`config.mk`:
```
export PLATFORM = sky130hd
export DESIGN_NAME = adder_rr_arb
export DESIGN_NICKNAME = d
export VERILOG_FILES = /design/src/rtl/adder_rr_arb_pkg.sv /design/src/rtl/adder.sv /design/src/rtl/adder_rr_arb_grant.sv /design/src/rtl/adder_rr_arb.sv
export SDC_FILE = /design/constraint.sdc
export NUM_CORES = 1
export LEC_CHECK = 0
export ABC_AREA = 1
export BUFFER_PORTS_ARGS = -buffer_cell sky130_fd_sc_hd__buf_4
export CAP_MARGIN = 20
export CORE_UTILIZATION = 40
export CTS_CLUSTER_SIZE = 30
export DETAILED_ROUTE_END_ITERATION = 8
export PLACE_DENSITY_LB_ADDON = 0.15
export SYNTH_ARGS = -nofsm -noshare
export SYNTH_HDL_FRONTEND = slang
export SYNTH_SLANG_ARGS = --single-unit
export TNS_END_PERCENT = 5
```
`constraint.sdc`:
```
create_clock -name clk -period 4.6 [get_ports clk]
set_input_delay 0.23 -clock clk [delete_from_list [all_inputs] [get_ports clk]]
set_output_delay 0.23 -clock clk [all_outputs]
set_load 0.005 [all_outputs]
```
`src/rtl/adder_rr_arb_pkg.sv`:
```
// Shared constants and state encoding for the round-robin adder arbiter.
package adder_rr_arb_pkg;

    localparam int NUM_REQ = 4;
    localparam int OP_W    = 18;
    localparam int ID_W    = 2;

    typedef enum logic {
        ST_EMPTY = 1'b0,
        ST_FULL  = 1'b1
    } state_e;

endpackage

```
`src/rtl/adder.sv`:
```
// 18-bit Han-Carlson prefix adder: Kogge-Stone tree on odd positions, one fix-up level for even.
// Purely combinational; no state, no backpressure.
module adder (
    output logic        cout,
    output logic [17:0] sum,
    input  logic [17:0] a,
    input  logic [17:0] b,
    input  logic        cin
);

    localparam int NP = 19;

    // Position 0 carries cin as a generate; position k+1 is operand bit k.
    function automatic logic [NP-1:0] hc_carries(input logic [NP-1:0] g0, input logic [NP-1:0] p0);
        logic [NP-1:0] g;
        logic [NP-1:0] p;
        g = g0;
        p = p0;
        for (int d = 1; d < NP; d = d * 2) begin
            for (int j = NP - 2; j >= 1; j -= 2) begin
                if (j >= d) begin
                    g[j] = g[j] | (p[j] & g[j-d]);
                    p[j] = p[j] & p[j-d];
                end
            end
        end
        for (int j = 2; j < NP; j += 2) begin
            g[j] = g[j] | (p[j] & g[j-1]);
        end
        return g;
    endfunction

    logic [NP-1:0] gen0;
    logic [NP-1:0] prop0;
    logic [NP-1:0] carry;

    assign gen0  = {a & b, cin};
    assign prop0 = {a ^ b, 1'b0};
    assign carry = hc_carries(gen0, prop0);

    assign sum  = prop0[NP-1:1] ^ carry[NP-2:0];
    assign cout = carry[NP-1];

endmodule

```
`src/rtl/adder_rr_arb_grant.sv`:
```
// Round-robin grant picker: first valid requester at or after ptr, wrapping.
// Combinational; grants nothing while the result slot cannot accept.
module adder_rr_arb_grant import adder_rr_arb_pkg::*; #(
    parameter int N_REQ = NUM_REQ
) (
    input  logic [N_REQ-1:0] req_valid_i,
    input  logic [ID_W-1:0]  ptr_i,
    input  logic             can_accept_i,
    output logic [N_REQ-1:0] gnt_o,
    output logic [ID_W-1:0]  gnt_idx_o,
    output logic             gnt_vld_o
);

    logic [ID_W-1:0] idx;
    logic            found;

    always_comb begin
        gnt_o     = '0;
        gnt_idx_o = '0;
        found     = 1'b0;
        idx       = '0;
        for (int k = 0; k < N_REQ; k++) begin
            idx = ptr_i + ID_W'(k);
            if (can_accept_i && !found && req_valid_i[idx]) begin
                found      = 1'b1;
                gnt_idx_o  = idx;
                gnt_o[idx] = 1'b1;
            end
        end
        gnt_vld_o = found;
    end

endmodule

```
`src/rtl/adder_rr_arb.sv`:
```
// Four requesters share one adder round-robin; result lands in a single slot one cycle after grant.
// A full slot with rsp_ready low blocks all grants; drain and refill in one cycle leave no bubble.
module adder_rr_arb import adder_rr_arb_pkg::*; #(
    parameter int N_REQ = NUM_REQ,
    parameter int W     = OP_W
) (
    input  logic               clk,
    input  logic               rst,
    input  logic [N_REQ-1:0]   req_valid,
    output logic [N_REQ-1:0]   req_ready,
    input  logic [N_REQ*W-1:0] req_a,
    input  logic [N_REQ*W-1:0] req_b,
    input  logic [N_REQ-1:0]   req_cin,
    output logic               rsp_valid,
    input  logic               rsp_ready,
    output logic [W-1:0]       rsp_sum,
    output logic               rsp_cout,
    output logic [ID_W-1:0]    rsp_id
);

    state_e          state_q, state_d;
    logic [ID_W-1:0] ptr_q, ptr_d;
    logic [W-1:0]    sum_q, sum_d;
    logic            cout_q, cout_d;
    logic [ID_W-1:0] id_q, id_d;

    logic            can_accept;
    logic [N_REQ-1:0] gnt;
    logic [ID_W-1:0] gnt_idx;
    logic            gnt_vld;

    logic [W-1:0]    op_a, op_b;
    logic            op_cin;
    logic [W-1:0]    add_sum;
    logic            add_cout;

    // Gating with rst keeps req_ready low for the whole reset window.
    assign can_accept = !rst && ((state_q == ST_EMPTY) || rsp_ready);

    adder_rr_arb_grant #(.N_REQ(N_REQ)) u_grant (
        .req_valid_i (req_valid),
        .ptr_i       (ptr_q),
        .can_accept_i(can_accept),
        .gnt_o       (gnt),
        .gnt_idx_o   (gnt_idx),
        .gnt_vld_o   (gnt_vld)
    );

    always_comb begin
        op_a   = '0;
        op_b   = '0;
        op_cin = 1'b0;
        for (int i = 0; i < N_REQ; i++) begin
            if (gnt_idx == ID_W'(i)) begin
                op_a   = req_a[i*W +: W];
                op_b   = req_b[i*W +: W];
                op_cin = req_cin[i];
            end
        end
    end

    adder u_adder (
        .cout(add_cout),
        .sum (add_sum),
        .a   (op_a),
        .b   (op_b),
        .cin (op_cin)
    );

    always_comb begin
        state_d = state_q;
        ptr_d   = ptr_q;
        sum_d   = sum_q;
        cout_d  = cout_q;
        id_d    = id_q;
        if (gnt_vld) begin
            sum_d  = add_sum;
            cout_d = add_cout;
            id_d   = gnt_idx;
            ptr_d  = gnt_idx + ID_W'(1);
        end
        case (state_q)
            ST_EMPTY: if (gnt_vld) state_d = ST_FULL;
            ST_FULL:  if (!gnt_vld && rsp_ready) state_d = ST_EMPTY;
            default:  state_d = ST_EMPTY;
        endcase
    end

    always_ff @(posedge clk or posedge rst) begin
        if (rst) begin
            state_q <= ST_EMPTY;
            ptr_q   <= '0;
            sum_q   <= '0;
            cout_q  <= 1'b0;
            id_q    <= '0;
        end else begin
            state_q <= state_d;
            ptr_q   <= ptr_d;
            sum_q   <= sum_d;
            cout_q  <= cout_d;
            id_q    <= id_d;
        end
    end

    assign req_ready = gnt;
    assign rsp_valid = (state_q == ST_FULL);
    assign rsp_sum   = sum_q;
    assign rsp_cout  = cout_q;
    assign rsp_id    = id_q;

endmodule

```
==> metrics.cfg, run 1 <==
[timing]
whs_ns=0.163
hold_viol=0
period_share=0.936
period_minus_slack_ns=4.31
relSlewSlack=0.419
finalSetupViolations=0
finClkSkew_ns=0.00500
slew_viol_final=0
setup_tns_ns=0
fmax_ghz=0.232
worst-slew-pin-transition_ns=0.871

[routing]
drc_errors=0
num_vias=3882
avgRoutedWirePerCell_microns=14.7
wl_microns=11400
drtIter0Drc=99
viasPerCell=5.01
final_antenna_net_count=0
dr.pass1.iters=5

[yosys]
synthCells=493
async_reset_ff_frac=1.00
synth-main-ff-cell=dfrtp_1
synth.distinct_cells=31
synth.net_count=682
syn_area_per_cell_sq_um=6.70
ys_ff_latch=24
synth_edf_count=0
syn_area_sq_um=3300
ys_seq_area_frac=0.182
yosys_warnings=0

[clock_network]
clk_pin_slew_ns=0.08
clk_latency_ns=0.26
root_buffer=clkbuf_8
cts_buffers=3
cts_buffer_depth=2
cts_tree=yes
clock-sinks=24
h-tree-depth=1
cts_hold_buf=0

[cells_and_area]
antenna_cells=0
regArea_sq_um=601
fill_cells=768
syn_to_final_growth_pct=52.3
drive_gt1_frac=0.409
final_cell_mix=buf_4, nand2_1, nor2_1
stdcell_count=775
multi_input_area_sq_um=2540
nets=863
final_common_cell=buf_4

[min_path]
hold_path.class=in -> async

[place]
place_inst=767
place.gp.congestion=0.897
numPortBuffers=180
hpwl_microns=9280

[setup_path]
max_stage_delay_ns=0.39
startpoint_type=flip-flop
critPathCaptureType=flip-flop
critPathArrivalTime_ns=4.44
crit_path_top_delay_cell=dfrtp_1
cp.required_ns=4.73
crit_type=reg -> reg
path_max_fanout=18
crit_top_cell=nand2_1

[die]
row_count=32
core_area_sq_um=7850
fp.dieH_microns=92.9
io_pins=181
die_w_microns=92.9
initial_core_util=0.421
die-area_sq_um=8630

[grt]
grt_pass1_vias=3776
grt_max_degree=42
grt_pass1_wl_microns=17900
grt_usage=0.257
grt_overflow=0
antenna_found_initial=0

[run_status]
status=finished clean

[job]
max-cap-violations=0

## path summary, 6_finish.rpt
check,start,endpoint,slack (ns),depth (start not counted)
setup reg to reg,ptr_q[1],rsp_sum[14],0.29,29
setup / recovery,ptr_q[1],rsp_sum[14],0.29,29
hold / removal,rst,rsp_id[1],0.16,2
min in group clk,rsp_ready,rsp_valid,0.22,4
hold reg to reg,rsp_sum[9],rsp_sum[9],0.49,2
max in group asynchronous,rst,rsp_sum[15],3.90,2
## worst max-delay path: cells and delay by family, from the launching register on
kind,cells,cell delay [ns]
and+or+nand+nor,14,1.34
adders and majority gates,4,1.07
buffers and inverters,6,0.61
AOI/OAI and AO/OA,4,0.61
DFF,1,0.39
xor gates and xnor gates,1,0.17
## layer usage
metal / wire (microns) / part of all wire / GRT usage
met2: 5570 / 0.49 / 0.434
met5: 0 / 0 / 0
met1: 5040 / 0.44 / 0.350
met4: 184 / 0.016 / 0.0513
met3: 606 / 0.053 / 0.0328
## synthesized netlist by cell type (all sizes together) (5+ instances only)
cell | number | area share
fa | 10 | 0.061
a22oi | 28 | 0.064
o21ai | 59 | 0.11
inv | 36 | 0.042
nand2 | 139 | 0.17
dfrtp | 24 | 0.18
xor2 | 5 | 0.013
nor2 | 49 | 0.056
buf | 7 | 0.023
a21oi | 45 | 0.069
nand3 | 21 | 0.044
ha | 24 | 0.091
nand4 | 6 | 0.011
clkbuf | 19 | 0.022
## logic make-up after synthesis
| kind of cell | share of synthesized area |
|---|---|
| AO/OA/AOI/OAI | 0.268 |
| XOR/XNOR | 0.0212 |
| adder cells (fa/ha/maj) | 0.152 |
| buffers and inverters | 0.0890 |
| flip-flops | 0.182 |
| AND/OR/NAND/NOR | 0.289 |
## registers in the layout, summed over array words and instances (netlist names)
register and count:
rsp_cout 1, rsp_id 2, ptr_q 2, rsp_valid 1
rsp_sum 18
## timing repair
action | CTS | global route
pin swaps | 0 | 6
buffers inserted | 0 | 3
endpoints found under the setup margin | 1 | 14
gates cloned | 0 | 1
gates resized for setup | 1 | 39
## final cells by class
type,count,share of cell area
multi-input cells,406,0.504
repair buffers,202,0.311
flip-flops and latches,24,0.119
inverters,37,0.0291
well taps,102,0.0254
clock buffers,4,0.0109
## per-stage QoR
step	setup slack [ns]	instance area, sq um	util
floorplan	0.0603	3310	-
global placement	0.158	4800	0.611
detailed placement	0.0141	4800	0.611
CTS	0.0869	4850	0.618
global route	-0.0759	5030	0.641
finish	0.293	5030	0.641
Power of run 1 is not shown: default switching activity piles up to over one toggle a cycle in this logic, so the estimate is an artifact.
==> run 2: changes to the inputs <==
--- a/config.mk
+++ b/config.mk
@@ -5,7 +5,7 @@
 export SDC_FILE = /design/constraint.sdc
 export NUM_CORES = 1
 export LEC_CHECK = 0
-export ABC_AREA = 1
+export ABC_AREA = 0
 export BUFFER_PORTS_ARGS = -buffer_cell sky130_fd_sc_hd__buf_4
 export CAP_MARGIN = 20
 export CORE_UTILIZATION = 40
==> metrics.cfg, run 2 <==
[cells_and_area]
drive_gt1_frac=0.548
largest_reg_flops=18
syn_to_final_growth_pct=81.2
final_cell_area_sq_um=5690
antenna_cells=0
final_cell_mix=buf_4, nand2_1, nor2_1
final_common_cell=buf_4
fill_cells=536
stdcell_count=752
nets=843

[timing]
relSlewSlack=0.591
worst-slew-pin-transition_ns=0.613
finClkSkew_ns=0.00107
setup_tns_ns=-0.924
hold_viol=0
rsz0062_at_grt=true
finalSetupViolations=12
period_minus_slack_ns=4.73
worst_slack_ns=-0.134
fmax_ghz=0.211
period_share=1.03
slew_viol_final=0

[setup_path]
reg2reg_depth=23
max_stage_delay_ns=0.53
critPathArrivalTime_ns=4.95
cp.required_ns=4.81
path_max_fanout=12
critPathCaptureType=flip-flop
crit_chain=inv_4 > ha_4 > mux4_2 > buf_6 > nor2_4 > nand4b_1 > o211a_4 > ha_4 > nor2b_4 > buf_4 > buf_12 > a22oi_2 > nor2_1 > a21oi_1 > o21ai_1 > ha_1 > a21oi_2 > nand2_2 > a31o_4 > a31o_4 > fa_2 > nand2_1 > nand2_1
crit_type=reg -> reg
r2r_slack_ns=-0.13
r2r_start=ptr_q[0]
r2r-end=rsp_sum[9]
startpoint_type=flip-flop
crit_path_top_delay_cell=mux4_2

[min_path]
hold_path.class=in -> async

[run_status]
status=finished with violations
violations=negative setup slack

[routing]
avgRoutedWirePerCell_microns=16.1
dr.pass1.iters=4
drtIter0Drc=139
wl_microns=12100
num_vias=4019
viasPerCell=5.34
final_antenna_net_count=0
drc_errors=0

[yosys]
synth.net_count=603
ys_seq_area_frac=0.191
syn_area_sq_um=3140
synth.distinct_cells=46
synth.most_common_cell=nand2_1
async_reset_ff_frac=1.00
yosysTopAreaCellShare=0.191
ys_top_cells_by_area=dfrtp_1, ha_1, nand2_1
synth_top_cell_by_area=dfrtp_1
ys_ff_latch=24
syn_area_per_cell_sq_um=7.59
synth_edf_count=0
synth_commonest_cells=nand2_1, o21ai_0, a21oi_1
synthCells=414
yosys_warnings=0
synth-main-ff-cell=dfrtp_1

[die]
die-area_sq_um=8210
io_pins=181
die_w_microns=90.6
core_area_sq_um=7410
row_count=31
fp.dieH_microns=90.6
initial_core_util=0.424

[grt]
grt_usage=0.277
use_met3=0.0379
grt_pass1_wl_microns=18400
grt_overflow=0
grtUsageMet2=0.486
grt_max_degree=38
grt_pass1_vias=3953
antenna_found_initial=0
gr-usage-met1=0.350
busiest_layer=met2

[power_and_ir_drop]
vdd_ir_drop_max_uv=418
power_density_nw_per_um2=926
p_leak_uw=0.00280
power_uw=5270

[clock_network]
cts_buffer_depth=2
cts_buffers=3
clk_latency_ns=0.27
cts_tree=yes
cts_hold_buf=0
clk_pin_slew_ns=0.08
root_buffer=clkbuf_8
h-tree-depth=1
clock-sinks=24

[place]
pre_cts_ws_ns=-0.312
hpwl_microns=9480
place_inst=728
numPortBuffers=180
place.gp.congestion=0.887
placedInstanceArea_sq_um=5050

[job]
max-cap-violations=0

[run 2: cell count changes in the layout (fill, tap and decap cells not counted), sizes merged, moves of 15 or more]
cell,delta
a221oi,+17
buf,+64
inv,-20
nand2,-77
nand3,-15
nor2b,+17
o21ai,-17
[run 2: kinds of logic after synthesis]
kind of cell,count (synthesis),share of synthesized area
multiplexers,9,0.0482
AO/OA/AOI/OAI,146,0.299
XOR/XNOR,8,0.0223
AND/OR/NAND/NOR,147,0.214
adder cells (fa/ha/maj),34,0.159
flip-flops,24,0.191
buffers and inverters,46,0.0665
[run 2: layout make-up]
| cell class | instances | area [sq um] | area share |
|---|---|---|---|
| Multi-Input combinational cell | 344 | 2780 | 0.489 |
| Timing Repair Buffer | 265 | 2050 | 0.360 |
| Sequential cell | 24 | 601 | 0.106 |
| Tap cell | 99 | 124 | 0.0218 |
| Inverter | 16 | 62.6 | 0.0110 |
| Clock buffer | 3 | 41.3 | 0.00726 |
| Clock inverter | 1 | 30.0 | 0.00528 |
[run 2: metrics by stage]
| stage | hold slack [ns] | util |
|---|---|---|
| 6_report | 0.0536 | 0.768 |
| 5_1_grt | 0.0997 | 0.768 |
| 4_1_cts | 0.0623 | 0.735 |
| 3_5_place_dp | 0.351 | 0.681 |
| 3_3_place_gp | 0.349 | 0.681 |
| 2_1_floorplan | 0.258 | - |
[run 2: power by group]
group	leakage, uW	internal [uW]	switching (uW)
clock	0.0000357	116	67.1
combinational	0.00247	2430	2280
sequential	0.000296	322	59.0
total	0.00280	2860	2400
[run 2: what timing repair did]
item                       CTS  global route
pin swaps                   20            45
resized for setup           42            62
buffers inserted             9            12
setup endpoints to repair   13            15
cloned                       2             0
[run 2: how the worst max path moves through the flow]
stage,slack (ns),end,depth (start not counted),startpoint
floorplan,-0.19,rsp_sum[9],24,ptr_q[0]
global placement,-0.19,rsp_sum[16],22,ptr_q[0]
detailed placement,-0.31,rsp_sum[13],21,ptr_q[1]
CTS,-0.14,rsp_sum[13],20,ptr_q[0]
global route,-0.34,rsp_sum[9],23,ptr_q[0]
finish,-0.13,rsp_sum[9],23,ptr_q[0]
[run 2: worst max-delay path, delay by kind of cell (launching register included)]
family / cells / cell delay (ns)
adder cells (fa/ha/maj): 4 / 1.36
AO/OA/AOI/OAI: 7 / 1.27
AND/OR/NAND/NOR: 7 / 0.64
multiplexers: 1 / 0.53
buffers and inverters: 4 / 0.48
flip-flops: 1 / 0.40
[run 2: per-layer routing]
metal  share of wire  up-vias
li1                -     1969
met1            0.42     1871
met2            0.50      153
met3           0.054       26
met4           0.026        0
met5               0        -
Power figures use the tool's default switching activity.
